[src/rtl/fetch_if.sv]
// Fetch-side bus: instruction memory port, execute-stage redirect and the
// valid/ready instruction handoff to decode.
interface fetch_if #(
  parameter int Nbits = 32
);
  logic [63:0]      imem_addr;
  logic [Nbits-1:0] imem_instr;
  logic             redirect_valid;
  logic [63:0]      redirect_pc;
  logic             instr_ready;
  logic             instr_valid;
  logic [Nbits-1:0] instr_out;
  logic [63:0]      pc_out;
  logic             misalign_fault;
  logic [31:0]      fetch_count;

  modport master (
    output imem_addr, instr_valid, instr_out, pc_out, misalign_fault, fetch_count,
    input  imem_instr, redirect_valid, redirect_pc, instr_ready
  );

  modport slave (
    input  imem_addr, instr_valid, instr_out, pc_out, misalign_fault, fetch_count,
    output imem_instr, redirect_valid, redirect_pc, instr_ready
  );
endinterface

[src/rtl/fetch_unit.sv]
// Program counter owner for the multicycle core: fetches one word per PC,
// holds it for decode, and follows execute-stage redirects.
module fetch_unit #(
  parameter int          Nbits    = 32,
  parameter logic [63:0] RESET_PC = 64'h0,
  parameter int unsigned PC_STEP  = 4
) (
  input  logic     clk,
  input  logic     rst,
  fetch_if.master  bus
);

  typedef enum logic [1:0] {FETCH, HOLD, FAULT} state_t;

  state_t           state, state_nxt;
  logic [63:0]      pc, pc_nxt;
  logic [Nbits-1:0] instr_p0, instr_nxt;
  logic [63:0]      pc_p0, pc_p0_nxt;
  logic             vld_p0, vld_nxt;
  logic             fault, fault_nxt;
  logic [31:0]      count, count_nxt;
  logic             target_misaligned;

  assign target_misaligned = (bus.redirect_pc[1:0] != 2'b00);

  // Redirect outranks both the capture in FETCH and the handshake in HOLD.
  always_comb begin
    state_nxt = state;
    pc_nxt    = pc;
    instr_nxt = instr_p0;
    pc_p0_nxt = pc_p0;
    vld_nxt   = vld_p0;
    fault_nxt = fault;
    count_nxt = count;
    case (state)
      FETCH: begin
        if (bus.redirect_valid) begin
          pc_nxt    = bus.redirect_pc;
          vld_nxt   = 1'b0;
          if (target_misaligned) begin
            fault_nxt = 1'b1;
            state_nxt = FAULT;
          end else begin
            state_nxt = FETCH;
          end
        end else begin
          instr_nxt = bus.imem_instr;
          pc_p0_nxt = pc;
          vld_nxt   = 1'b1;
          state_nxt = HOLD;
        end
      end
      HOLD: begin
        if (bus.redirect_valid) begin
          pc_nxt    = bus.redirect_pc;
          vld_nxt   = 1'b0;
          if (target_misaligned) begin
            fault_nxt = 1'b1;
            state_nxt = FAULT;
          end else begin
            state_nxt = FETCH;
          end
        end else if (vld_p0 && bus.instr_ready) begin
          pc_nxt    = pc + 64'(PC_STEP);
          vld_nxt   = 1'b0;
          count_nxt = count + 32'd1;
          state_nxt = FETCH;
        end
      end
      FAULT: begin
        vld_nxt   = 1'b0;
        fault_nxt = 1'b1;
      end
      default: begin
        state_nxt = FETCH;
      end
    endcase
  end

  always_ff @(posedge clk or negedge rst) begin
    if (!rst) begin
      state    <= FETCH;
      pc       <= RESET_PC;
      instr_p0 <= '0;
      pc_p0    <= '0;
      vld_p0   <= 1'b0;
      fault    <= 1'b0;
      count    <= '0;
    end else begin
      state    <= state_nxt;
      pc       <= pc_nxt;
      instr_p0 <= instr_nxt;
      pc_p0    <= pc_p0_nxt;
      vld_p0   <= vld_nxt;
      fault    <= fault_nxt;
      count    <= count_nxt;
    end
  end

  assign bus.imem_addr      = pc;
  assign bus.instr_valid    = vld_p0;
  assign bus.instr_out      = instr_p0;
  assign bus.pc_out         = pc_p0;
  assign bus.misalign_fault = fault;
  assign bus.fetch_count    = count;

endmodule

[src/flat_wrapper.sv]
// flat-port wrapper written by rule: the top's interface ports become plain ports
module fetch_unit_flat 
#(
  parameter int          Nbits    = 32,
  parameter logic [63:0] RESET_PC = 64'h0,
  parameter int unsigned PC_STEP  = 4
)
  (clk, rst, bus_imem_addr, bus_instr_valid, bus_instr_out, bus_pc_out, bus_misalign_fault, bus_fetch_count, bus_imem_instr, bus_redirect_valid, bus_redirect_pc, bus_instr_ready);
  fetch_if #(.Nbits(Nbits)) bus_i ();
  input  logic clk;
  input  logic rst;
  output wire logic [$bits(bus_i.imem_addr)-1:0] bus_imem_addr;
  output wire logic [$bits(bus_i.instr_valid)-1:0] bus_instr_valid;
  output wire logic [$bits(bus_i.instr_out)-1:0] bus_instr_out;
  output wire logic [$bits(bus_i.pc_out)-1:0] bus_pc_out;
  output wire logic [$bits(bus_i.misalign_fault)-1:0] bus_misalign_fault;
  output wire logic [$bits(bus_i.fetch_count)-1:0] bus_fetch_count;
  input wire logic [$bits(bus_i.imem_instr)-1:0] bus_imem_instr;
  input wire logic [$bits(bus_i.redirect_valid)-1:0] bus_redirect_valid;
  input wire logic [$bits(bus_i.redirect_pc)-1:0] bus_redirect_pc;
  input wire logic [$bits(bus_i.instr_ready)-1:0] bus_instr_ready;
  assign bus_imem_addr = bus_i.imem_addr;
  assign bus_instr_valid = bus_i.instr_valid;
  assign bus_instr_out = bus_i.instr_out;
  assign bus_pc_out = bus_i.pc_out;
  assign bus_misalign_fault = bus_i.misalign_fault;
  assign bus_fetch_count = bus_i.fetch_count;
  assign bus_i.imem_instr = bus_imem_instr;
  assign bus_i.redirect_valid = bus_redirect_valid;
  assign bus_i.redirect_pc = bus_redirect_pc;
  assign bus_i.instr_ready = bus_instr_ready;
  fetch_unit #(.Nbits(Nbits), .RESET_PC(RESET_PC), .PC_STEP(PC_STEP)) u_core (.clk(clk), .rst(rst), .bus(bus_i));
endmodule
[config.mk]
export PLATFORM = sky130hd
export DESIGN_NAME = fetch_unit_flat
export DESIGN_NICKNAME = d
export VERILOG_FILES = /design/src/rtl/fetch_if.sv /design/src/rtl/fetch_unit.sv /design/src/flat_wrapper.sv
export SDC_FILE = /design/constraint.sdc
export NUM_CORES = 1
export LEC_CHECK = 0
export CORE_MARGIN = 1
export CORE_UTILIZATION = 48
export CTS_CLUSTER_SIZE = 24
export DETAILED_ROUTE_END_ITERATION = 10
export HOLD_SLACK_MARGIN = 0.05
export PLACE_DENSITY = 0.82
export RECOVER_POWER = 100
export SYNTH_ARGS = -nofsm -noshare
export SYNTH_HDL_FRONTEND = slang
export SYNTH_SLANG_ARGS = --single-unit
export TNS_END_PERCENT = 5
[constraint.sdc]
create_clock -name clk -period 2.45 [get_ports clk]
set_clock_uncertainty 0.1 [all_clocks]
set_input_delay 0.3675 -clock clk [delete_from_list [all_inputs] [get_ports clk]]
set_output_delay 0.3675 -clock clk [all_outputs]
set_load 0.02 [all_outputs]
==> results.json <==
{
  "net-switching-power_mw": 8.019,
  "status": "finished, final reports clean",
  "path_class": "reg -> reg",
  "fin_util": 0.7162,
  "cts_root_buf": "clkbuf_16",
  "firstDrtPassIters": 7,
  "final-hold-violation-count": 0,
  "fillers": 1498,
  "antenna_found_initial": 0,
  "switching_share": 0.4338,
  "die_y_um": 143.7,
  "num-nets-final": 1563,
  "routed-wl-met2_um": 15190,
  "grt_pass1_vias": 9434,
  "setup.worst_path.start": "u_core.bus.imem_addr[2]",
  "num_rows": 51,
  "drv_slew": 0,
  "avgSynthCellArea_um2": 8.632,
  "synth_fp_nets": 1222,
  "period_needed_ns": 2.378,
  "synth_seq_area_share": 0.5092,
  "cts_setup_buffers": 0,
  "diodes": 0,
  "clock_latency_ns": 0.44,
  "synth.distinct_cells": 63,
  "drive_above_1_share": 0.1102,
  "vias": 9743,
  "grt_remaining_overflow": 0,
  "ir_drop_uv": 704.9,
  "grt_max_degree": 94,
  "final_common_cell": "nand2_1",
  "syn-instance-count": 1116,
  "grt_pass1_wl_um": 48810,
  "ys_ff_latch": 196,
  "r2r_start": "u_core.bus.imem_addr[2]",
  "cts_buffers": 17,
  "via_per_inst": 5.616,
  "slew_headroom": 0.08379,
  "ys_warn_count": 0,
  "hold_path.class": "in -> async",
  "clkSinkCount": 196,
  "multi_input_area_um2": 4422,
  "grt_usage": 0.3075,
  "ant_nets": 0,
  "core_area_um2": 19590,
  "h-tree-depth": 4,
  "crit_arrival_ns": 2.65,
  "gp_congestion": 0.9408,
  "tightest_slew_ns": 1.374,
  "finalSetupViolCount": 0,
  "clk_pin_slew_ns": 0.08,
  "routed_wl_um": 31270,
  "synthesis.area_um2": 9633,
  "cp-end-kind": "register",
  "synthArstFlopShare": 1.000,
  "synthFlopType": "dfrtp_1",
  "wire_per_inst_um": 18.02,
  "required_ns": 2.73,
  "finalCritPeriodShare": 0.9708,
  "drcViolationCount": 0,
  "topRoutingLayerUsed": "met4",
  "p_comb_frac": 0.539,
  "final_cell_mix": "nand2_1, clkdlybuf4s50_1, dfrtp_1",
  "maxCapViolCount": 0,
  "die_w_um": 143.7,
  "start_util": 0.4917,
  "max_freq_mhz": 420.4,
  "power.density_nw_per_um2": 1317,
  "io_buffers": 293,
  "io_pins": 294,
  "cp-start-kind": "register",
  "cts_tree": "built",
  "clk_path_buf_depth": 2,
  "fp.dieArea_um2": 20640,
  "synth_edf_count": 0,
  "p_leak_nw": 6.383,
  "place_hpwl_um": 23200,
  "cp_max_fo": 6,
  "p_int_mw": 10.47,
  "p_clk_frac": 0.154,
  "pwr-share-seq": 0.306,
  "area.growth.synth_to_final_pct": 45.64,
  "wl_met3_um": 2605,
  "dr.first_iter.drc_count": 791,
  "wl_met1_um": 12630,
  "rsz0062_at_grt": "true",
  "hold_slack_ns": 0.2790,
  "seqCellArea_um2": 4905
}
==> kinds of logic (layout without fill, tap and decap cells) <==
logic type	count (synthesis)	after routing	synth area share
compound gates	174	174	0.1138
buf+inv	82	436	0.03676
mux	4	4	0.004286
simple gates	623	623	0.3000
fa+ha+maj	6	6	0.007793
xor+xnor	31	31	0.02819
flops	196	196	0.5092
==> layer usage <==
metal / GRT usage / vias to the layer above
met3: 0.06931 / 62
met2: 0.5184 / 472
met4: 0.1176 / 0
met1: 0.3840 / 4689
li1: - / 4520
met5: 0 / -
==> critical path, stage by stage, from the launching register on <==
cell	delay [ns]
dfrtp_1	0.38
ha_1	0.24
nand3_1	0.11
or2_0	0.37
nor4_4	0.50
nand3_1	0.18
or3_1	0.34
nand3_1	0.08
==> final timing paths <==
path | end | slack, ns | cells past startpoint
hold reg to reg | u_core.bus.pc_out[6] | 0.37 | 2
max in group asynchronous | u_core.bus.pc_out[42] | 0.35 | 3
hold / removal | u_core.bus.imem_addr[31] | 0.28 | 2
min in group clk | u_core.bus.instr_out[6] | 0.35 | 3
setup / recovery | u_core.bus.imem_addr[54] | 0.07 | 7
setup reg to reg | u_core.bus.imem_addr[54] | 0.07 | 7
==> flip-flops by register name, indices dropped and copies added, names as in the netlist <==
| signal | cells |
|---|---|
| u_core.bus.imem_addr | 64 |
| u_core.bus.pc_out | 64 |
| u_core.bus.fetch_count | 32 |
| u_core.bus.instr_out | 32 |
| u_core.state | 2 |
| u_core.bus.instr_valid | 1 |
| u_core.bus.misalign_fault | 1 |
==> what timing repair did <==
item	4_1_cts	5_1_grt
hold endpoints to repair	30	0
hold buffers	1	0
gates resized for setup	0	6
endpoints found under the setup margin	0	32
==> stage by stage <==
| stage | instances | power (mW) | worst slack [ns] | cell area (um^2) | TNS [ns] |
|---|---|---|---|---|---|
| 5_1_grt | 1735 | 19.56 | -0.03034 | 14030 | -0.08820 |
| 6_report | 1735 | 18.48 | 0.07156 | 14030 | 0 |
| 3_3_place_gp | 1702 | 15.33 | -0.05133 | 13470 | -0.2773 |
| 3_5_place_dp | 1702 | 15.62 | -0.1039 | 13470 | -1.454 |
| 2_1_floorplan | 1116 | 10.61 | 0.1989 | 9633 | 0 |
| 4_1_cts | 1735 | 18.52 | 0.04205 | 14070 | 0 |
==> power by group through the flow <==
stage / Sequential [mW] / Clock, mW / Combinational, mW
global placement: 5.62 / 0 / 9.71
detailed placement: 5.69 / 0 / 9.93
floorplan: 7.32 / 0 / 3.30
finish: 5.66 / 2.85 / 9.97
global route: 5.82 / 3.01 / 10.7
CTS: 5.64 / 2.89 / 9.99
==> synth_stat cells, types with 9 or more instances <==
| library cell | count | area [um^2] |
|---|---|---|
| inv_1 | 10 | 37.54 |
| o22ai_1 | 14 | 87.58 |
| a21oi_1 | 68 | 340.3 |
| dfrtp_1 | 196 | 4905 |
| o22a_1 | 9 | 78.83 |
| nand2_1 | 357 | 1340 |
| clkbuf_1 | 50 | 187.7 |
| nor3_1 | 30 | 150.1 |
| o21ai_0 | 29 | 145.1 |
| and4_1 | 11 | 96.34 |
| xor2_1 | 10 | 87.58 |
| a31oi_1 | 9 | 56.30 |
| nor2_1 | 72 | 270.3 |
| buf_2 | 13 | 65.06 |
| nand4_1 | 28 | 175.2 |
| xnor2_1 | 21 | 183.9 |
| nand3_1 | 46 | 230.2 |
| and3_1 | 32 | 200.2 |
==> final cells by class <==
type | count | share of cell area
sequential | 196 | 0.3496
timing repair buffer | 394 | 0.2666
tap | 265 | 0.02363
multi-input combinational | 838 | 0.3152
inverter | 10 | 0.002675
clock inverter | 14 | 0.01177
clock buffer | 18 | 0.03059
No activity file was read; power rests on OpenSTA's default activity.
